<file path="src/rtl/seg7_scan_driver.sv">
// Four-digit multiplexed seven-segment scanner with per-slot blanking and frame-aligned value commit.
// Optional build macro LEADING_ZERO_BLANK_EN suppresses segments of leading zero digits 3..1.
module seg7_scan_driver #(
   parameter logic [23:0] SCAN_DIV     = 24'd10_000,
   parameter logic [7:0]  BLANK_CYCLES = 8'd16
) (
   input  logic        clk,
   input  logic        reset,
   input  logic        load,
   input  logic [15:0] digits_in,
   input  logic [3:0]  dp_in,
   output logic [6:0]  segments,
   output logic        dp,
   output logic [3:0]  digit_en,
   output logic        frame_done
);

   typedef enum logic {BLANK, SHOW} state_t;

   localparam logic [23:0] BLANK_W   = {16'd0, BLANK_CYCLES};
   localparam logic [23:0] SLOT_LAST = SCAN_DIV - 24'd1;
   localparam state_t      STATE_RST = (BLANK_CYCLES != 8'd0) ? BLANK : SHOW;

   function automatic logic [6:0] hex_decode(input logic [3:0] v);
      logic [6:0] s;
      case (v)
         4'h0: s = 7'b0111111;
         4'h1: s = 7'b0000110;
         4'h2: s = 7'b1011011;
         4'h3: s = 7'b1001111;
         4'h4: s = 7'b1100110;
         4'h5: s = 7'b1101101;
         4'h6: s = 7'b1111101;
         4'h7: s = 7'b0000111;
         4'h8: s = 7'b1111111;
         4'h9: s = 7'b1101111;
         4'hA: s = 7'b1110111;
         4'hB: s = 7'b1111100;
         4'hC: s = 7'b0111001;
         4'hD: s = 7'b1011110;
         4'hE: s = 7'b1111001;
         default: s = 7'b1110001;
      endcase
      return s;
   endfunction

   logic [19:0] pending_q, pending_d;
   logic        pending_valid_q, pending_valid_d;
   logic [19:0] display_q, display_d;
   logic [1:0]  slot_q, slot_d;
   logic [23:0] cnt_q, cnt_d;
   state_t      state_q, state_d;
   logic [6:0]  seg_q, seg_d;
   logic        dp_q, dp_d;
   logic [3:0]  en_q, en_d;
   logic        fd_q, fd_d;

   logic        boundary;
   logic [3:0]  cur_digit;
   logic [3:0]  cur_dps;
`ifdef LEADING_ZERO_BLANK_EN
   logic        lead_zero;
`endif

   always_ff @(posedge clk) begin
      if (reset) begin
         pending_q       <= '0;
         pending_valid_q <= 1'b0;
         display_q       <= '0;
         slot_q          <= '0;
         cnt_q           <= '0;
         state_q         <= STATE_RST;
         seg_q           <= '0;
         dp_q            <= 1'b0;
         en_q            <= '0;
         fd_q            <= 1'b0;
      end else begin
         pending_q       <= pending_d;
         pending_valid_q <= pending_valid_d;
         display_q       <= display_d;
         slot_q          <= slot_d;
         cnt_q           <= cnt_d;
         state_q         <= state_d;
         seg_q           <= seg_d;
         dp_q            <= dp_d;
         en_q            <= en_d;
         fd_q            <= fd_d;
      end
   end

   always_comb begin
      pending_d       = pending_q;
      pending_valid_d = pending_valid_q;
      display_d       = display_q;
      slot_d          = slot_q;
      cnt_d           = cnt_q + 24'd1;
      seg_d           = '0;
      dp_d            = 1'b0;
      en_d            = '0;
      boundary        = (cnt_q == SLOT_LAST) && (slot_q == 2'd3);
      fd_d            = boundary;
      cur_digit       = display_q[{slot_q, 2'b00} +: 4];
      cur_dps         = display_q[19:16];

      if (cnt_q == SLOT_LAST) begin
         cnt_d  = '0;
         slot_d = slot_q + 2'd1;
      end
      // state tracks the cnt value it will be paired with next cycle
      state_d = (cnt_d < BLANK_W) ? BLANK : SHOW;

      if (load) begin
         pending_d       = {dp_in, digits_in};
         pending_valid_d = 1'b1;
      end

      // a load coinciding with the boundary bypasses pending so it is not delayed a frame
      if (boundary) begin
         if (load) begin
            display_d = {dp_in, digits_in};
         end else if (pending_valid_q) begin
            display_d = pending_q;
         end
         pending_valid_d = 1'b0;
      end

`ifdef LEADING_ZERO_BLANK_EN
      case (slot_q)
         2'd3:    lead_zero = (display_q[15:12] == 4'd0);
         2'd2:    lead_zero = (display_q[15:8] == 8'd0);
         2'd1:    lead_zero = (display_q[15:4] == 12'd0);
         default: lead_zero = 1'b0;
      endcase
`endif

      if (state_q == SHOW) begin
         en_d  = 4'b0001 << slot_q;
         seg_d = hex_decode(cur_digit);
         dp_d  = cur_dps[slot_q];
`ifdef LEADING_ZERO_BLANK_EN
         if (lead_zero) begin
            seg_d = '0;
         end
`endif
      end
   end

   assign segments   = seg_q;
   assign dp         = dp_q;
   assign digit_en   = en_q;
   assign frame_done = fd_q;

endmodule

</file>
<file path="config.mk">
export PLATFORM = sky130hd
export DESIGN_NAME = seg7_scan_driver
export DESIGN_NICKNAME = d
export VERILOG_FILES = /design/src/rtl/seg7_scan_driver.sv
export SDC_FILE = /design/constraint.sdc
export NUM_CORES = 1
export LEC_CHECK = 0
export ABC_CLOCK_PERIOD_IN_PS = 3800
export BUFFER_PORTS_ARGS = -buffer_cell sky130_fd_sc_hd__buf_4
export CORE_UTILIZATION = 48
export DETAILED_ROUTE_END_ITERATION = 8
export GPL_TIMING_DRIVEN = 0
export PLACE_DENSITY = 0.67
export SLEW_MARGIN = 20
export SYNTH_ARGS = -nofsm -noshare
export SYNTH_HDL_FRONTEND = slang
export SYNTH_SLANG_ARGS = --single-unit
export TNS_END_PERCENT = 5
</file>
<file path="constraint.sdc">
create_clock -name clk -period 3.8 [get_ports clk]
set_clock_uncertainty 0.2 [all_clocks]
set_input_delay 0.76 -clock clk [delete_from_list [all_inputs] [get_ports clk]]
set_output_delay 0.76 -clock clk [all_outputs]
set_load 0.05 [all_outputs]
</file>
==> results of run 1 <==
logic make-up (layout without fill, tap and decap cells):
family	after synthesis	count (layout)	synth area share (%)
buf+inv	37	88	4.23
xor+xnor	26	26	6.31
fa+ha+maj	9	9	3.12
compound gates	47	47	8.18
mux	31	31	10.1
simple gates	175	175	23.1
flops	81	81	44.9
critical path, stage by stage, from the launching register on:
cell	delay, ps
dfxtp_1	390
ha_1	220
nand3_1	240
or3_1	440
buf_6	150
nor4_4	190
mux2_1	390
o311a_1	140
a31oi_1	170
flip-flops by register name, summed over array words and instances (netlist names):
register	count
segments	7
slot_q	2
display_q	20
dp	1
cnt_q	24
pending_valid_q	1
digit_en	4
frame_done	1
state_q	1
pending_q	20
power breakdown:
part / leakage [nW] / internal [mW] / switching (mW) / total (mW)
combinational: 0.879 / 0.0329 / 0.0362 / 0.0690
clock: 0.112 / 0.378 / 0.328 / 0.706
sequential: 0.657 / 0.864 / 0.00569 / 0.869
total: 1.65 / 1.27 / 0.370 / 1.64
metal layers:
metal / track usage, % / vias up / share of wire (%)
met1: 29.4 / 1313 / 52
met4: 8.06 / 0 / 0.87
li1: - / 1477 / -
met5: 0 / - / 0
met3: 3.17 / 5 / 3.7
met2: 30.3 / 55 / 44
through the flow:
step	cells	util (%)	hold slack, ps	power (mW)	worst slack [ps]
floorplan	406	-	239	0.929	1490
global placement	540	55.1	255	0.958	1270
detailed placement	540	55.1	271	0.959	1230
CTS	556	58.2	291	1.66	1180
global route	556	58.2	314	1.71	1040
finish	556	58.2	292	1.64	1190
Yosys cell counts, types with 4 or more instances:
cell type / instances / area share, %
ha_1: 9 / 3.1
dfxtp_1: 81 / 45
nor3_1: 10 / 1.4
o21ai_0: 7 / 0.97
buf_2: 5 / 0.69
nand4_1: 7 / 1.2
mux4_2: 4 / 2.5
nand3_1: 11 / 1.5
nor4_1: 7 / 1.2
xnor2_1: 20 / 4.9
or3_1: 5 / 0.87
a21oi_1: 21 / 2.9
a221oi_1: 4 / 0.97
clkbuf_1: 20 / 2.1
nor2_1: 101 / 11
xor2_1: 6 / 1.5
nand2_1: 13 / 1.4
mux2i_1: 23 / 6.4
inv_1: 9 / 0.94
how the worst max path moves through the flow:
stage	from	to	slack, ps	cells past startpoint
floorplan	cnt_q[0]	state_q	1490	8
global placement	cnt_q[0]	state_q	1270	8
detailed placement	cnt_q[0]	state_q	1230	8
CTS	cnt_q[0]	state_q	1180	8
global route	cnt_q[0]	state_q	1040	8
finish	cnt_q[0]	state_q	1190	8
layout make-up:
class / instances / area [um2] / share of cell area [%]
Multi-Input combinational cell: 288 / 1840 / 43.5
Timing Repair Buffer: 35 / 263 / 6.22
Buffer: 28 / 119 / 2.82
Sequential cell: 81 / 1620 / 38.4
Clock buffer: 9 / 124 / 2.93
Tap cell: 99 / 124 / 2.93
Clock inverter: 7 / 101 / 2.40
Inverter: 9 / 33.8 / 0.800
==> impl_metrics.json, run 1 <==
{
  "final_common_cell": "nor2_1",
  "cts_resized": 0,
  "die_h_um": 88.7,
  "worstReg2RegStart": "cnt_q[0]",
  "cts_root_buf": "clkbuf_8",
  "async_flop_share_pct": 0,
  "io_pins": 36,
  "drc": 0,
  "synthDistinctLibCells": 47,
  "final.min_clock_period_ps": 2610,
  "arrival_ps": 2680,
  "worst_slew_pin_slew_ps": 751,
  "cp-start-kind": "flop",
  "insertedDiodeCount": 0,
  "slew_viol_final": 0,
  "worstSkewPairLatency_ps": 350,
  "synth_seq_cells": 81,
  "r2r-end": "state_q",
  "coreArea_um2": 7250,
  "cts_sinks": 81,
  "htreeDepth": 3,
  "path_class": "flop to flop",
  "post_cts_buffers": 0,
  "grt_pass1_vias": 2566,
  "drt-initial-drc-count": 154,
  "syn_nets": 438,
  "dieArea_um2": 7870,
  "p_leak_nw": 1.65,
  "cts_tree": "yes",
  "hold_buffers": 0,
  "gr-total-overflow": 0,
  "stdcell_area_um2": 4220,
  "crit_path_max_fanout": 7,
  "status": "completed",
  "antenna_found_initial": 0,
  "drive_gt1_share_pct": 15.3,
  "hp-class": "flop to flop",
  "fill_cells": 677,
  "max-clock-path-buffers": 2,
  "num_vias": 2850,
  "mostFrequentLayoutCells": "101 x nor2_1, 81 x dfxtp_1, 35 x buf_4",
  "rows": 31,
  "ir_drop_v": 0.000185,
  "rsz0062_at_grt": "no",
  "setup_viol": 0,
  "place_congestion": 0.877,
  "grt_pass1_wl_um": 12200,
  "grt_max_degree": 16,
  "yosysSeqAreaShare_pct": 44.9,
  "cts_buffers": 9,
  "synth_area_um2": 3610,
  "end_kind": "flop",
  "dr.pass1.iters": 4,
  "ys.flop_type": "dfxtp_1",
  "min_path_cells": 2,
  "netlist_instances": 406,
  "hold_violations": 0,
  "syn_avg_cell_area_um2": 8.89,
  "wirelength_um": 7440,
  "area_delta_synth_final_pct": 16.9,
  "port_buffers": 35,
  "die_w_um": 88.7,
  "path_clk_slew_ps": 90,
  "clock.fmax_mhz": 383,
  "tns_ps": 0,
  "critPathRequiredTime_ps": 3870,
  "yosysWarnings": 0,
  "grt_usage_pct": 20.3,
  "drv_cap": 0,
  "fin_crit_sh_pct": 68.7,
  "dpl.hpwl_um": 5330,
  "wl_per_cell_um": 13.4,
  "hold-path-endpoint": "display_q[6]",
  "r2r_slack_ps": 1190,
  "maxSlewHeadroom_pct": 49.9,
  "viasPerCell": 5.13,
  "start_util_pct": 49.8,
  "final_antenna_net_count": 0,
  "place_area_um2": 4000,
  "nNetsFinal": 484,
  "power.density_nw_per_um2": 390,
  "hold_start": "display_q[6]",
  "synth_edf_count": 0,
  "reg2reg_depth": 8
}
No activity file was read; power rests on OpenSTA's default activity.
==> run 2, diff against run 1 <==
--- a/config.mk
+++ b/config.mk
@@ -5,12 +5,13 @@
 export SDC_FILE = /design/constraint.sdc
 export NUM_CORES = 1
 export LEC_CHECK = 0
-export ABC_CLOCK_PERIOD_IN_PS = 3800
+export ABC_AREA = 1
+export ABC_CLOCK_PERIOD_IN_PS = 2200
 export BUFFER_PORTS_ARGS = -buffer_cell sky130_fd_sc_hd__buf_4
 export CORE_UTILIZATION = 48
 export DETAILED_ROUTE_END_ITERATION = 8
 export GPL_TIMING_DRIVEN = 0
-export PLACE_DENSITY = 0.67
+export PLACE_DENSITY = 0.69
 export SLEW_MARGIN = 20
 export SYNTH_ARGS = -nofsm -noshare
 export SYNTH_HDL_FRONTEND = slang
==> constraint.sdc (replaced) <==
create_clock -name clk -period 2.2 [get_ports clk]
set_clock_uncertainty 0.2 [all_clocks]
set_input_delay 0.44 -clock clk [delete_from_list [all_inputs] [get_ports clk]]
set_output_delay 0.44 -clock clk [all_outputs]
set_load 0.05 [all_outputs]
==> run 2 against run 1 <==
- maximum frequency rose by 26%
- clock power grew 49%
- critical path depth is 2 higher
- critical path type unchanged
- via count is 20% higher
- die area rose by 7.8%
==> impl_metrics.json, run 2 <==
{
  "status": "completed",
  "crit_start": "cnt_q[0]",
  "io_pins": 36,
  "htreeDepth": 3,
  "pre_cts_slack_ps": -37.7,
  "place_congestion": 0.885,
  "mostFrequentLayoutCells": "85 x nor2_1, 82 x nand2_1, 77 x dfxtp_1",
  "path_class": "flop to flop",
  "synth_top_area_cell": "dfxtp_1",
  "setup_viol": 0,
  "synth_seq_cells": 81,
  "yosysWarnings": 0,
  "die_h_um": 92.1,
  "rows": 32,
  "async_flop_share_pct": 0,
  "viasPerCell": 4.94,
  "crit_path_max_fanout": 5,
  "min_path_cells": 2,
  "combPwrFrac_pct": 5.5,
  "syn_avg_cell_area_um2": 7.26,
  "path_buf_inv": 0,
  "start_util_pct": 49.9,
  "wirelength_um": 8210,
  "drc": 0,
  "cp_slowest_stage_delay_ps": 380,
  "dpl.hpwl_um": 6250,
  "grt_use_met3_pct": 3.07,
  "worstSkewPairLatency_ps": 350,
  "r2r_slack_ps": 130,
  "synth_edf_count": 0,
  "rsz0062_at_grt": "yes",
  "drv_cap": 0,
  "crit_family": "simple AND/OR/NAND/NOR gates",
  "hold_start": "reset",
  "fin_util_pct": 57.7,
  "fill_cells": 765,
  "dieArea_um2": 8490,
  "p_int_mw": 2.09,
  "largest_reg_flops": 24,
  "path_cells": "ha_4 -> nand2_2 -> nor2_4 -> nand3_4 -> xor2_1 -> nand2_1 -> nor2_1 -> nand3_1 -> nor2_1 -> nor2_1",
  "worstReg2RegStart": "cnt_q[0]",
  "synthDistinctLibCells": 37,
  "maxSlewHeadroom_pct": 66.3,
  "ys_top_cells_by_area": "dfxtp_1 42%, nor2_1 8.3%, nand2_1 8.0%",
  "fin_hold_ws_ps": 130,
  "fin_ws_ps": 129,
  "arrival_ps": 2110,
  "area_delta_synth_final_pct": 15.5,
  "grtUsageMet1_pct": 28.2,
  "nNetsFinal": 614,
  "cts_tree": "yes",
  "tns_ps": 0,
  "fin_crit_sh_pct": 94.2,
  "coreArea_um2": 7810,
  "hold-path-endpoint": "pending_valid_q",
  "critPathRequiredTime_ps": 2240,
  "drive_gt1_share_pct": 18.9,
  "seq_power_share_pct": 55.7,
  "post_cts_buffers": 0,
  "power.total_mw": 2.71,
  "num_vias": 3406,
  "cp_slowest_cell": "dfxtp_2",
  "insertedDiodeCount": 0,
  "worst_slew_pin_slew_ps": 505,
  "top_regs": "cnt_q x24, display_q x20, pending_q x20",
  "path_clk_slew_ps": 90,
  "regMostFlops": "cnt_q",
  "syn_nets": 569,
  "grt_max_degree": 14,
  "cp-start-kind": "flop",
  "post-synth-top-count-cell": "nor2_1",
  "netlist_instances": 537,
  "ir_drop_v": 0.000339,
  "r2r-end": "state_q",
  "synth_area_um2": 3900,
  "cts_root_buf": "clkbuf_8",
  "cts_sinks": 81,
  "cts_buffers": 9,
  "grt_usage_pct": 21.0,
  "p_leak_nw": 2.02,
  "clock.fmax_mhz": 483,
  "antenna_found_initial": 0,
  "slew_viol_final": 0,
  "yosysSeqAreaShare_pct": 41.6,
  "power.density_nw_per_um2": 602,
  "grt_pass1_wl_um": 14300,
  "hold_violations": 0,
  "grt-busiest-layer": "met2",
  "dr.pass1.iters": 4,
  "port_buffers": 34,
  "netlist_top_cells_count": "86 x nor2_1, 83 x nand2_1, 81 x dfxtp_1",
  "hp-class": "primary input to flop",
  "max-clock-path-buffers": 2,
  "path_common_cell": "nor2_1",
  "p_sw_mw": 0.617,
  "final_common_cell": "nor2_1",
  "netlist.area_leader.share_pct": 41.6,
  "end_kind": "flop",
  "gr-total-overflow": 0,
  "swShare_pct": 22.8,
  "grt_pass1_vias": 3145,
  "ys.flop_type": "dfxtp_1",
  "final_antenna_net_count": 0,
  "die_w_um": 92.1,
  "final.min_clock_period_ps": 2070,
  "grt_util_met2_pct": 34.3,
  "pwr-share-clk_pct": 38.8,
  "wl_per_cell_um": 11.9,
  "reg2reg_depth": 10,
  "drt-initial-drc-count": 237
}
[run 2: cell types whose count changed after synthesis, sizes merged, moves of 7 or more]
cell    before  now
mux2i       23    0
nor2       101   94
or2          1   20
clkbuf      20    9
o21ai        8   55
nand3       11   26
xnor2       20    1
nor4         8    0
inv          9   75
nand2       13   90
a21oi       21   37
[run 2: worst max path at each step]
stage | slack [ps] | endpoint | depth (start not counted)
final | 130 | state_q | 10
after floorplan | 350 | segments[3] | 8
after global routing | -7 | segments[4] | 11
after CTS | 40 | state_q | 10
after global placement | -20 | state_q | 10
after detailed placement | -40 | state_q | 10
[run 2: power groups by stage]
stage               combinational (mW)  clock (mW)  sequential, mW
detailed placement               0.150           0            1.54
finish                           0.150        1.05            1.51
global placement                 0.146           0            1.54
CTS                              0.153        1.08            1.51
global route                     0.175        1.15            1.51
floorplan                       0.0945           0            1.54
[run 2: final cells by class]
type                    instances  area, um2  area share (%)
flip-flops and latches         81       1630            36.1
multi-input cells             363       1910            42.3
clock inverters                 4       51.3            1.14
repair buffers                 34        255            5.67
plain buffers                  17        113            2.50
clock buffers                  12        135            3.00
well taps                     102        128            2.83
inverters                      76        289            6.42
[run 2: logic make-up (layout without fill, tap and decap cells)]
logic type / after synthesis / after routing / share of synthesized area [%]
AO/OA/AOI/OAI: 100 / 100 / 13.6
XOR/XNOR: 6 / 6 / 1.35
adder cells (fa/ha/maj): 9 / 9 / 2.89
buffers and inverters: 93 / 143 / 10.1
flip-flops: 81 / 81 / 41.6
AND/OR/NAND/NOR: 248 / 248 / 30.4
[run 2: metal layers]
layer,share of wire [%],vias to the layer above
met5,0,-
met4,0.95,0
met3,3.1,7
met2,46,48
met1,50,1555
li1,-,1796
[run 2: repair_timing]
action / CTS / global route
pin swaps: 0 / 0
resized for setup: 2 / 13
hold buffers: 0 / 0
gates cloned: 0 / 0
setup endpoints to repair: 2 / 25
[run 2: stage by stage]
| stage | instances | cell area (um2) |
|---|---|---|
| global route | 689 | 4500 |
| detailed placement | 673 | 4280 |
| floorplan | 537 | 3900 |
| finish | 689 | 4500 |
| global placement | 673 | 4280 |
| CTS | 689 | 4480 |
